[src/rtl/keypad_scan.sv]
// 4x4 keypad scanner: one-hot column drive, debounced key capture, one-cycle key_evt on accept.
// Latency: row input to accepted code is 2 sync cycles plus DEB_CNT scan ticks; no backpressure.
module keypad_scan #(
    parameter int SCAN_DIV = 1000,
    parameter int DEB_CNT  = 4
) (
    input  logic       clk,
    input  logic       rst_n,
    input  logic [3:0] row_n,
    output logic [3:0] col_n,
    output logic [3:0] data,
    output logic       key_evt
);
    localparam int CW = $clog2(SCAN_DIV);

    localparam logic [1:0] S_SCAN    = 2'd0;
    localparam logic [1:0] S_DEBOUNCE = 2'd1;
    localparam logic [1:0] S_HELD    = 2'd2;
    localparam logic [1:0] S_RELEASE = 2'd3;

    logic [3:0]    rs_meta;
    logic [3:0]    rs_n;
    logic [CW-1:0] pre;
    logic          tick;
    logic [1:0]    state;
    logic [1:0]    c;
    logic [1:0]    rr;
    logic [3:0]    deb;
    logic [3:0]    deb_inc;
    logic [3:0]    low;
    logic          hit;
    logic [1:0]    hit_row;
    logic          cap_low;
    logic [3:0]    code;

    always_ff @(posedge clk or negedge rst_n) begin
        if (!rst_n) begin
            rs_meta <= 4'b1111;
            rs_n    <= 4'b1111;
        end else begin
            rs_meta <= row_n;
            rs_n    <= rs_meta;
        end
    end

    assign tick = (pre == CW'(SCAN_DIV - 1));

    always_ff @(posedge clk or negedge rst_n) begin
        if (!rst_n)
            pre <= '0;
        else if (tick)
            pre <= '0;
        else
            pre <= pre + CW'(1);
    end

    assign col_n = ~(4'b0001 << c);

    // Row 3 at column 3 is the reserved key; masking it before the priority pick
    // lets a simultaneous lower row in that column still be seen.
    always_comb begin
        low = ~rs_n;
        if (c == 2'd3)
            low[3] = 1'b0;
        hit     = 1'b0;
        hit_row = 2'd0;
        for (int i = 3; i >= 0; i--) begin
            if (low[i]) begin
                hit     = 1'b1;
                hit_row = 2'(i);
            end
        end
    end

    assign cap_low = ~rs_n[rr];
    assign code    = {rr, c} + 4'd1;
    assign deb_inc = deb + 4'd1;

    always_ff @(posedge clk or negedge rst_n) begin
        if (!rst_n) begin
            state   <= S_SCAN;
            c       <= 2'd0;
            rr      <= 2'd0;
            deb     <= 4'd0;
            data    <= 4'h0;
            key_evt <= 1'b0;
        end else begin
            key_evt <= 1'b0;
            if (tick) begin
                case (state)
                    S_SCAN: begin
                        if (hit) begin
                            rr    <= hit_row;
                            deb   <= 4'd1;
                            state <= S_DEBOUNCE;
                        end else begin
                            c <= c + 2'd1;
                        end
                    end
                    S_DEBOUNCE: begin
                        if (cap_low) begin
                            deb <= deb_inc;
                            if (deb_inc == 4'(DEB_CNT)) begin
                                state   <= S_HELD;
                                data    <= code;
                                key_evt <= 1'b1;
                            end
                        end else begin
                            deb   <= 4'd0;
                            state <= S_SCAN;
                            c     <= c + 2'd1;
                        end
                    end
                    S_HELD: begin
                        if (!cap_low) begin
                            deb   <= 4'd1;
                            state <= S_RELEASE;
                        end
                    end
                    default: begin
                        if (!cap_low) begin
                            deb <= deb_inc;
                            if (deb_inc == 4'(DEB_CNT)) begin
                                deb   <= 4'd0;
                                data  <= 4'h0;
                                state <= S_SCAN;
                                c     <= c + 2'd1;
                            end
                        end else begin
                            deb   <= 4'd0;
                            state <= S_HELD;
                        end
                    end
                endcase
            end
        end
    end
endmodule

[config.mk]
export PLATFORM = sky130hd
export DESIGN_NAME = keypad_scan
export DESIGN_NICKNAME = d
export VERILOG_FILES = /design/src/rtl/keypad_scan.sv
export SDC_FILE = /design/constraint.sdc
export NUM_CORES = 1
export LEC_CHECK = 0
export ABC_AREA = 1
export BUFFER_PORTS_ARGS = -buffer_cell sky130_fd_sc_hd__buf_4
export CORE_MARGIN = 1.5
export CORE_UTILIZATION = 60
export DETAILED_ROUTE_END_ITERATION = 10
export GPL_TIMING_DRIVEN = 0
export PLACE_DENSITY_LB_ADDON = 0.08
export SYNTH_ARGS = -nofsm -noshare
export SYNTH_HDL_FRONTEND = slang
export SYNTH_SLANG_ARGS = --single-unit
export TNS_END_PERCENT = 30
[constraint.sdc]
create_clock -name clk -period 3.4 [get_ports clk]
set_input_delay 0.68 -clock clk [delete_from_list [all_inputs] [get_ports clk]]
set_output_delay 0.68 -clock clk [all_outputs]
set_load 0.02 [all_outputs]
Word level (Yosys, flattened, before mapping)
Cells that the tools add are included.

Register bits: 33. Output and inout bits: 9. Logic and storage cells: 80.

$add $sub $neg: 4. $lt $le $gt $ge: 1. Eq/ne operators: 12. Shift operators: 1. Muxes and demuxes: 39. Bitwise operators: 4. Reduce and logical (&&, ||, !) cells: 10.

Operators with widths (count): $mux 4 (9); $mux 2 (14); $pmux 2 s3 (2); $pmux 4 s3 (1); $add 10x1->10 const B (1); $eq 10x10->1 const B (1); $mux 1 (10); $mux 10 (1); $ne 2x2->1 const B (5); $reduce_and 5->1 (2); $add 4x1->4 const B (2); $not 4->4 (2); $pmux 4 s2 (1); $reduce_and 3->1 (2); $reduce_and 6->1 (1); $ne 5x1->1 const B (1); $eq 2x2->1 const B (2); $eq 4x3->1 const B (1); $reduce_bool 2->1 (2); $shl 1x2->4 const A (1); $lt 2x3->1 const B (1); $ne 3x3->1 const B (1); $reduce_bool 3->1 (1); $add 2x1->2 const B (1); other kinds (5) (6).

Logic depth before layout (Yosys ltp)
Gate-level depths: netlist of the first run.

Word-level depth: 8. Mapped depth: 11.

Least setup slack after synthesis of the first run
No wires, ideal clock.

Kind: register -> register. Start point: reg rs_n[1]. End point: reg c[0]. Setup time: 0.117 ns. Arrival time: 1.546 ns. Required time: 3.283 ns. Slack: 1.737 ns. Cell stages (with the launch flop): 10. Buffers on the path: 0. Clock period less this slack: 1.663 ns. Path through: dfstp_2 nand2_1 nand3_1 nand2_2 ha_1 o21bai_1 nor3_2 nand3_1 nand2_1 nand2_1.

Longest elaborated chain between the ends: 5.

RTL lines: start: declaration (line 22) `logic [3:0] rs_n;`; start signal: assignment (line 42) `rs_n <= rs_meta;`; parallel branches: the longest is 4 deep, another holds $bmux 1 s2; $reduce_and 6->1 (no line) *; end signal: assignment (line 97) `c <= c + 2'd1;`; end signal: assignment (line 111) `c <= c + 2'd1;`; end signal: assignment (line 127) `c <= c + 2'd1;`; end: declaration (line 26) `logic [1:0] c;`.

Every way passes the cells marked *. The select of a mux whose other input is x is not followed. A chain may end at the register's enable or synchronous reset.

Worst setup path after layout of the first run
Start point: reg c[0]. End point: out col_n[2].

Longest elaborated chain between the ends: 2.

RTL lines: $shl 1x2->4 (line 57) `assign col_n = ~(4'b0001 << c);`; $not 4->4 (line 57); end: declaration (line 10) `output logic [3:0] col_n,`.

No other way between the ends.

==> metrics, run 1 <==
P&R area growth vs syn=11.8%; Gate Count Post-Synth=214; GRT Residual Overflow=0; RSZ-0062 raised after global routing=no; most frequent CP cell=inv_1; placed cells=259; Initial Util=0.645; largest net degree at the start of global routing=34; Mapped Nets=232; Pleak=0.997 nW; Power Density=334 mW/mm^2; die height=57.9 um; final net count=253; Post-DRT Antenna Nets=0; Data required, critical path=2.72 ns; port bufs=14; H-Tree Depth=2; detailed placement HPWL=2.45 mm; Tcrit/Tclk final=0.576; Slew Limit Fails=0; DRC Markers=0; postcts setup bufs=0; TritonCTS buffer count=5; DR vias/cell=5.37; CP Class=register to output port; Worst Max-Slew Pin Slew=0.395 ns; die area=0.00335 mm^2; Cell Area, Synth=0.00181 mm^2; critical path, cell by cell=inv_1, ha_1, inv_1, buf_4; io pins=15; R2R cell count=9; CTS tree=done; Finished Core Util=0.721; Clock Tree Buf Depth=2; maximum vdd drop=0.283 mV; Iter 0 DRT Violations=56; Final setup viols=0; slew margin rel.=0.737; Synth cell types=28; Post-CTS Resized=0; CP Capture Type=output port; Final GP Congestion=0.838; Post-Route WL=3.29 mm; drt pass-1 iters=6; clk_lat worst skew=0.34 ns; initial antenna violation count=0; via count=1433; die width=57.9 um; share of cells above drive strength 1=0.195; Hold-fix buffers, CTS=0; register area share after synthesis=0.462; ANT cells=0; Ys Warns=0; first-pass GRT wire length=5.74 mm; crit path DAT=1.28 ns; critical path peak fanout=5; vias in the first global route=1410; GRT Total Usage=0.227; Clock Skew=0.00882 ns; Setup TNS Final=0 ns; Critical Path Max Stage Delay=0.44 ns; Achievable Freq=511 MHz; Hold Crit Class=input port to asynchronous set/reset pin; wire per inst=12.3 um; Max-Cap Viols=0; CTS sink cnt=33; standard-cell rows=19; status=completed; CTS clk-pin slew, worst paths=0.10 ns; Worst path slowest cell=dfrtp_1; CTS root buffer=clkbuf_4; core area=0.00281 mm^2; Worst setup SP type=register; final hold viol count=0; post-route insts no fill=267; post-synthesis average cell area=8.45 um^2; min Tclk post-route=1.96 ns; register bit total from synthesis=33
## placed cells by master (no fill, tap or decap)
cell type  count
o21ai_2        1
xnor2_1        1
a21oi_1        6
o21ai_1        2
nor2_8         1
nand3_2        1
dfstp_2        8
nand3_1       19
nand4_1        9
o21ai_0        8
nand2_2        4
o31ai_1        1
inv_1         29
nor2_1        22
inv_2          1
ha_1          12
nor2_4         2
nor3b_1        1
xor2_1         4
nand2_1       45
or2_2          1
buf_4         14
o21bai_1       1
clkbuf_8       2
nor3_1         5
clkinv_2       2
clkbuf_4       5
nor2_2         1
dfrtp_1       25
nand2_4        1
nor3_2         2
## metal layers
metal  GRT usage  wire, um
met1       0.246      1420
met2       0.411      1680
met3      0.0670       138
met4      0.0930        49
met5           0         0
## state kept, by name, summed over array words and instances (netlist names), named ones only
signal / cells
rr: 2
rs_meta: 4
data: 4
rs_n: 4
pre: 10
deb: 4
state: 1
c: 2
key_evt: 1
## per-stage QoR
step	instance area [um^2]	setup WS (ns)	power, W	hold WS, ns
2_1_floorplan	1810	1.74	0.000417	0.345
3_3_place_gp	1950	1.62	0.000430	0.345
3_5_place_dp	1950	1.55	0.000431	0.347
4_1_cts	2020	1.42	0.000683	0.253
5_1_grt	2020	1.34	0.000699	0.266
6_report	2020	1.44	0.000676	0.251
## power by group
| group | total (W) | switching [W] | internal (W) |
|---|---|---|---|
| clock network | 0.000253 | 0.000134 | 0.000120 |
| registers | 0.000403 | 0.00000216 | 0.000401 |
| logic | 0.0000199 | 0.0000137 | 0.00000620 |
## path summary, 6_finish.rpt
kind	startpoint	endpoint	slack, ns
worst max-delay path	c[0]	col_n[2]	1.44
worst min-delay path	rst_n	data[2]	0.25
worst max register to register	rs_n[1]	c[1]	1.54
worst min register to register	rs_meta[0]	rs_n[0]	0.36
max in group asynchronous	rst_n	rs_meta[2]	2.82
min in group clk	rs_meta[0]	rs_n[0]	0.36
## kinds of logic (layout without fill, tap and decap cells)
logic type,Yosys count,in the layout,synth area share
and+or+nand+nor,114,114,0.308
DFF,33,33,0.462
buffers and inverters,31,53,0.0650
AOI/OAI and AO/OA,19,19,0.0574
adders and majority gates,12,12,0.0830
xor gates and xnor gates,5,5,0.0242
## cells in the mapped netlist, drive strengths merged
| cell type | n | share of area |
|---|---|---|
| a21oi | 6 | 0.017 |
| clkinv | 1 | 0.0028 |
| dfrtp | 25 | 0.35 |
| dfstp | 8 | 0.12 |
| ha | 12 | 0.083 |
| inv | 30 | 0.062 |
| nand2 | 50 | 0.11 |
| nand3 | 20 | 0.058 |
| nand4 | 9 | 0.031 |
| nor2 | 26 | 0.073 |
| nor3 | 7 | 0.025 |
| nor3b | 1 | 0.0042 |
| o21ai | 11 | 0.033 |
| o21bai | 1 | 0.0042 |
| o31ai | 1 | 0.0042 |
| or2 | 1 | 0.0035 |
| xnor2 | 1 | 0.0048 |
| xor2 | 4 | 0.019 |
## critical path, delay by kind of cell (launching register included)
| family | cells | cell delay [ns] |
|---|---|---|
| adders and majority gates | 1 | 0.17 |
| DFF | 1 | 0.44 |
| buffers and inverters | 3 | 0.32 |
## layout make-up
type / count / area [um^2]
fillers: 222 / 783
well taps: 31 / 38.8
clock inverters: 1 / 5.00
multi-input cells: 150 / 855
inverters: 31 / 118
repair buffers: 14 / 105
clock buffers: 7 / 65.1
flip-flops and latches: 33 / 836
No activity file was read; power rests on OpenSTA's default activity.
==> run 2: changes to the inputs <==
Settings changed: ABC_AREA 1 to 0, CORE_UTILIZATION 60 to 52.
Clock period 3.4 ns to 1.58 ns, I/O delays scaled along.
==> run 2 against run 1 <==
  * Largest cell class unchanged
  * Sequential power is 120% higher
  * Non-clock buffer count is 19 higher
  * Total power is 130% higher
  * The flow now finishes with violations (negative setup slack)
  * Critical path depth is 1 higher
  * Count of clock-buffer cells in the layout is 2 lower
  * Highest routed layer unchanged
  * First-iteration DRC count stayed put
  * Combinational power is 130% higher
  * Area after synthesis is 5.3% lower
  * Hold slack worse by 0.18 ns
  * Utilization is 0.94 points lower
  * Largest power group unchanged
  * Critical path type is now register to register
  * Clock skew is 0.0027 ns higher
  * Sequential cell count stayed put
==> metrics, run 2 <==
status=complete, but fails checks; violated checks=negative setup slack; CTS root buffer=clkbuf_4; max reg flops=10 (unchanged); drt pass-1 iters=4 (-2); Hold Crit Class=input port to register; Gate Count Post-Synth=160 (-25%); Synth area leaders=dfrtp_1 37%, dfstp_2 12%, ha_1 8.8%, nand2_1 4.6%, inv_1 3.1%; initial antenna violation count=0 (unchanged); CTS sink cnt=33 (unchanged); Finished Core Util=0.711 (-0.00940); Initial Util=0.556 (-0.0884); Power Density=716 mW/mm^2 (+110%); final net count=217 (-14%); die area=0.00364 mm^2 (+8.7%); ANT cells=0 (unchanged); die width=60.4 um (+4.3%); Iter 0 DRT Violations=56 (unchanged); Critical Path Max Stage Delay=0.53 ns (+0.09 ns); commonest non-fill, non-tap cells in the layout=31 x buf_4, 24 x dfrtp_1, 21 x nand2_1; Achievable Freq=482 MHz; Clk pwr share=0.417 (+0.043); post-synth top area share=0.365 (+0.0195); commonest non-fill, non-tap cell in the layout=buf_4; EDFF count, synth=0 (unchanged); Worst setup SP type=register; Sw Pwr=0.000350 W (+130%); Final Instance Area=0.00219 mm^2 (+8.3%); register area share after synthesis=0.488 (+0.0260); Final GP Congestion=0.806 (-3.8%); Tcrit/Tclk final=1.31; min Tclk post-route=2.07 ns; critical path, cell by cell=ha_4, or4bb_4, o31a_1, a221o_1, mux2_4; H-Tree Depth=2 (unchanged); Mapped Nets=178 (-23%); Slew Limit Fails=0 (unchanged); TritonCTS buffer count=5 (unchanged); Clock Tree Buf Depth=2 (unchanged); P&R area growth vs syn=27.9%; GRT Total Usage=0.224 (-0.00239); top cells by count, synth=25 x dfrtp_1, 21 x nand2_1, 14 x inv_1; wire per inst=14.4 um (+17%); async set-or-reset flop fraction in the synthesized netlist=1.00 (unchanged); CTS clk-pin slew, worst paths=0.12 ns (+0.02 ns); Tot Pwr=0.00157 W (+130%); clk_lat worst skew=0.34 ns (about the same); detailed placement HPWL=2.17 mm (-12%); largest net degree at the start of global routing=34 (unchanged); via count=1319 (-8.0%); vias in the first global route=1244 (-12%); Clock Skew=0.0115 ns (+0.00268 ns); GRT Residual Overflow=0 (unchanged); Synth cell types=44 (+57%); RSZ-0062 raised after global routing=yes; final hold viol count=0 (unchanged); sequential share of power=0.554 (-0.042); first-pass GRT wire length=5.92 mm (+3.1%); Worst Max-Slew Pin Slew=0.396 ns (+0.000824 ns); critical path peak fanout=4 (-1); CP Class=register to register; share of cells above drive strength 1=0.345 (+0.150); Ys Warns=0 (unchanged); port bufs=14 (unchanged); Max-Cap Viols=0 (unchanged); Most used DFF post-synth=dfrtp_1; switching share of power=0.223 (+0.00225); Comb power frac=0.029 (about the same); internal power=0.00122 W (+130%); crit path DAT=2.31 ns (+1.03 ns); slew margin rel.=0.736 (about the same); die height=60.4 um (+4.3%); Cell Area, Synth=0.00171 mm^2 (-5.3%); io pins=15 (unchanged); Reg with most FFs=pre; Worst path slowest cell=or4bb_4; Data required, critical path=1.82 ns (-0.90 ns); Pleak=0.958 nW (-3.9%); maximum vdd drop=0.548 mV (+94%); core area=0.00308 mm^2 (+9.7%); cell accounting for the most synthesized area=dfrtp_1; final worst slack=-0.495 ns (-1.94 ns); standard-cell rows=20 (+1); Post-DRT Antenna Nets=0 (unchanged); register bit total from synthesis=33 (unchanged); Final setup viols=15 (+15); post-synthesis average cell area=10.7 um^2 (+27%); count leader, synth=dfrtp_1; CP Capture Type=register; Post-Route WL=3.52 mm (+7.0%); DRC Markers=0 (unchanged); DR vias/cell=5.41 (+0.72%); CTS tree=done; Placed Area=0.00187 mm^2 (-4.0%)
==> run 2: worst max-delay path, delay by kind of cell (launching register included) <==
family                     cells  cell delay, ns
and+or+nand+nor                1            0.53
AOI/OAI and AO/OA              2            0.53
DFF                            1            0.43
muxes                          1            0.31
adders and majority gates      1            0.15
==> run 2: timing repair <==
item,4_1_cts,5_1_grt
resized for setup,13,5
setup endpoints to repair,24,17
endpoints found under the hold margin,25,0
buffers inserted,14,3
hold buffers,1,0
gates cloned,0,0
pin swaps,11,3
==> run 2: cell families after synthesis <==
group	Yosys count	synth area share
xor+xnor	9	0.0460
fa+ha+maj	12	0.0877
simple gates	60	0.200
mux	7	0.0497
flops	33	0.488
buf+inv	16	0.0358
compound gates	23	0.0928
==> run 2: per-stage QoR <==
stage	setup WS [ns]	hold slack (ns)	instances	TNS (ns)
after CTS	-0.454	0.0618	241	-4.35
after detailed placement	-0.718	0.276	218	-7.44
after floorplan	-0.520	0.0204	160	-3.61
after global placement	-0.650	0.273	218	-6.43
after global routing	-0.540	0.0482	244	-5.63
final	-0.495	0.0741	244	-4.49
==> run 2: layout make-up <==
type | count | area [um^2]
buffer | 1 | 11.3
clock buffer | 5 | 37.5
clock inverter | 3 | 46.3
fill | 229 | 888
inverter | 15 | 56.3
multi-input combinational | 111 | 903
sequential | 33 | 837
tap | 44 | 55.1
timing repair buffer | 32 | 243
==> run 2: path summary, 6_finish.rpt <==
path | startpoint | endpoint | slack [ns] | depth (start not counted)
max | deb[0] | c[1] | -0.49 | 5
min | row_n[1] | rs_meta[1] | 0.07 | 1
max reg2reg | deb[0] | c[1] | -0.49 | 5
min reg2reg | rs_meta[0] | rs_n[0] | 0.36 | 0
max in group asynchronous | rst_n | rs_n[3] | 0.82 | 2
min in group asynchronous | rst_n | deb[3] | 0.43 | 2
==> run 2: per-layer routing <==
metal / up-vias / part of all wire / track usage
li1: 629 / - / -
met1: 642 / 0.43 / 0.281
met2: 42 / 0.51 / 0.382
met3: 6 / 0.052 / 0.0512
met4: 0 / 0.013 / 0.0794
met5: - / 0 / 0
==> run 2: power by group through the flow <==
stage,clock (W),combinational (W),sequential [W]
floorplan,0,0.0000111,0.000883
detailed placement,0,0.0000383,0.000885
CTS,0.000675,0.0000458,0.000869
global route,0.000712,0.0000512,0.000871
global placement,0,0.0000379,0.000884
finish,0.000654,0.0000451,0.000869
==> run 3: changes to the inputs <==
Settings changed: CORE_UTILIZATION 52 to 40, RECOVER_POWER from default to 50.
==> run 3 against run 2 <==
  * The flow still finishes with violations (negative setup slack)
  * Total power increased by 3.0%
  * Clock skew decreased by 0.0083 ns
  * Hold slack improved by 0.067 ns
  * Global-route usage decreased by 5.1 points
  * Utilization decreased by 15 points
  * Wire length decreased by 2.5%
  * Sequential cell count unchanged
  * Worst setup slack improved by 0.0086 ns
  * Non-clock buffer count increased by 4
  * Count of clock-buffer cells in the layout increased by 2
  * Via count decreased by 1.7%
  * Cell count increased by 4.1%
  * Highest routed layer unchanged
==> metrics, run 3 (same netlist as run 2, synthesis figures left out) <==
maximum vdd drop=0.600 mV (+9.5%); first-pass GRT wire length=5.87 mm (-0.83%); Hold Path Stages=1 (unchanged); crit path DAT=2.24 ns (-0.07 ns); CTS root buffer=clkbuf_8; commonest non-fill, non-tap cells in the layout=26 x buf_4, 23 x dfrtp_1, 21 x nand2_1; Iter 0 DRT Violations=45 (-20%); violated checks=negative setup slack; Sequential cell area=838 um^2 (+0.15%); commonest non-fill, non-tap cell in the layout=buf_4; CTS tree=done; Power Density=713 mW/mm^2 (-0.49%); Finished Core Util=0.558 (-0.153); wire per inst=13.5 um (-6.3%); final worst slack=-0.486 ns (+0.00865 ns); Hold Crit Start=row_n[2]; Clk pwr share=0.428 (+0.011); critical path peak fanout=3 (-1); placed cells=224 (+2.8%); reg2reg start=deb[1]; Hold Crit Class=input port to register; Worst setup SP type=register; Post-Route WL=3.43 mm (-2.5%); Clock Tree Buf Depth=2 (unchanged); met2 routed WL=1.72 mm (-4.0%); port bufs=14 (unchanged); metal1 wirelength=1.56 mm (+4.5%); final hold viol count=0 (unchanged); Final setup viols=13 (-2); Final GP Congestion=0.751 (-6.8%); RSZ-0062 raised after global routing=yes; H-Tree Depth=2 (unchanged); reg-to-reg setup timing slack=-0.49 ns (about the same); CTS clk-pin slew, worst paths=0.07 ns (-0.05 ns); Worst Max-Slew Pin Slew=0.813 ns (+0.418 ns); met3 routed WL=93 um (-49%); die height=68.4 um (+13%); max reg flops=10 (unchanged); die area=0.00468 mm^2 (+28%); Max Used Layer=met4; CP Capture Type=register; clk_lat worst skew=0.28 ns (-0.06 ns); Tcrit/Tclk final=1.31 (-0.00547); Worst path slowest cell=or4bb_1; Reg with most FFs=pre; detailed placement HPWL=2.16 mm (-0.25%); GRT Total Usage=0.173 (-0.0514); ANT cells=0 (unchanged); switching share of power=0.206 (-0.0173); Achievable Freq=484 MHz (+0.42%); internal power=0.00128 W (+5.3%); crit-path leading delay family=compound AO/OA/AOI/OAI gates; largest net degree at the start of global routing=34 (unchanged); sequential share of power=0.538 (-0.016); critical path, cell by cell=ha_2, or4bb_1, o31a_1, a221o_1, mux2_4; core area=0.00406 mm^2 (+32%); Crit path buffers/inverters=0 (unchanged); RR Endpoint=c[1]; Sw Pwr=0.000332 W (-5.0%); Layout fillers=369 (+61%); via count=1297 (-1.7%); TritonCTS buffer count=5 (unchanged); Initial Util=0.422 (-0.134); Post-DRT Antenna Nets=0 (unchanged); Clock Skew=0.00324 ns (-0.00826 ns); Slew Limit Fails=0 (unchanged); share of cells above drive strength 1=0.402 (+0.0570); final net count=221 (+1.8%); GRT Residual Overflow=0 (unchanged); P&R area growth vs syn=32.4%; initial antenna violation count=0 (unchanged); slew margin rel.=0.458 (-0.278); Comb power frac=0.034 (+0.005); Data required, critical path=1.75 ns (-0.07 ns); CP Class=register to register; Setup TNS Final=-4.45 ns (+0.0324 ns); hold worst-path end=rs_meta[2]; min Tclk post-route=2.07 ns (-0.00865 ns); status=complete, but fails checks; DR vias/cell=5.11 (-5.5%); post-route insts no fill=254 (+4.1%); Max-Cap Viols=0 (unchanged); Critical Path Max Stage Delay=0.51 ns (-0.02 ns); multi-input logic area=911 um^2 (+0.83%); drt pass-1 iters=4 (unchanged); R2R cell count=5 (unchanged); CTS sink cnt=33 (unchanged); die width=68.4 um (+13%); DRC Markers=0 (unchanged); io pins=15 (unchanged); vias in the first global route=1333 (+7.2%); Pleak=0.995 nW (+3.8%); standard-cell rows=23 (+15%)
[run 3: cell count changes in the layout (fill, tap and decap cells not counted), sizes merged]
cell      previous run  this run
clkinvlp             1         0
buf                 32        31
bufinv               1         0
clkbuf               5        12
[run 3: layout make-up]
type                       count  share of cell area
multi-input combinational    111               0.402
sequential                    33               0.370
timing repair buffer          36               0.126
clock buffer                   7              0.0425
tap                           50              0.0276
inverter                      15              0.0248
buffer                         1             0.00497
clock inverter                 1             0.00221
[run 3: metrics by stage]
stage | hold WS (ns) | worst slack, ns | total power (W) | area, um^2
6_report | 0.141 | -0.486 | 0.00161 | 2270
5_1_grt | 0.126 | -0.542 | 0.00169 | 2270
2_1_floorplan | 0.0204 | -0.520 | 0.000894 | 1710
3_3_place_gp | 0.275 | -0.708 | 0.000923 | 1880
3_5_place_dp | 0.289 | -0.716 | 0.000925 | 1880
4_1_cts | 0.132 | -0.469 | 0.00164 | 2220
[run 3: routing by layer]
layer	GRT usage	vias to the layer above
met5	0	-
met4	0.0825	0
met3	0.0444	5
met2	0.282	17
met1	0.211	637
li1	-	638
[run 3: repair_timing]
item / 4_1_cts / 5_1_grt
pin swaps: 7 / 1
hold buffers: 1 / 0
buffers inserted: 19 / 2
endpoints found under the setup margin: 22 / 18
resized for setup: 19 / 10
endpoints found under the hold margin: 25 / 0
[run 3: worst max path at each step]
stage           start       end  slack [ns]  cells past startpoint
2_1_floorplan  deb[0]   data[0]       -0.52                      5
3_3_place_gp   pre[0]  register       -0.71                      7
3_5_place_dp   deb[0]   data[0]       -0.72                      5
4_1_cts        deb[1]      c[1]       -0.47                      5
5_1_grt        deb[1]   data[2]       -0.54                      6
6_report       deb[1]      c[1]       -0.49                      5
[run 3: power by group through the flow]
stage	logic [W]	registers, W	clock network, W
4_1_cts	0.0000581	0.000868	0.000714
2_1_floorplan	0.0000111	0.000883	0
3_5_place_dp	0.0000399	0.000885	0
5_1_grt	0.0000629	0.000868	0.000761
3_3_place_gp	0.0000382	0.000884	0
6_report	0.0000549	0.000868	0.000691
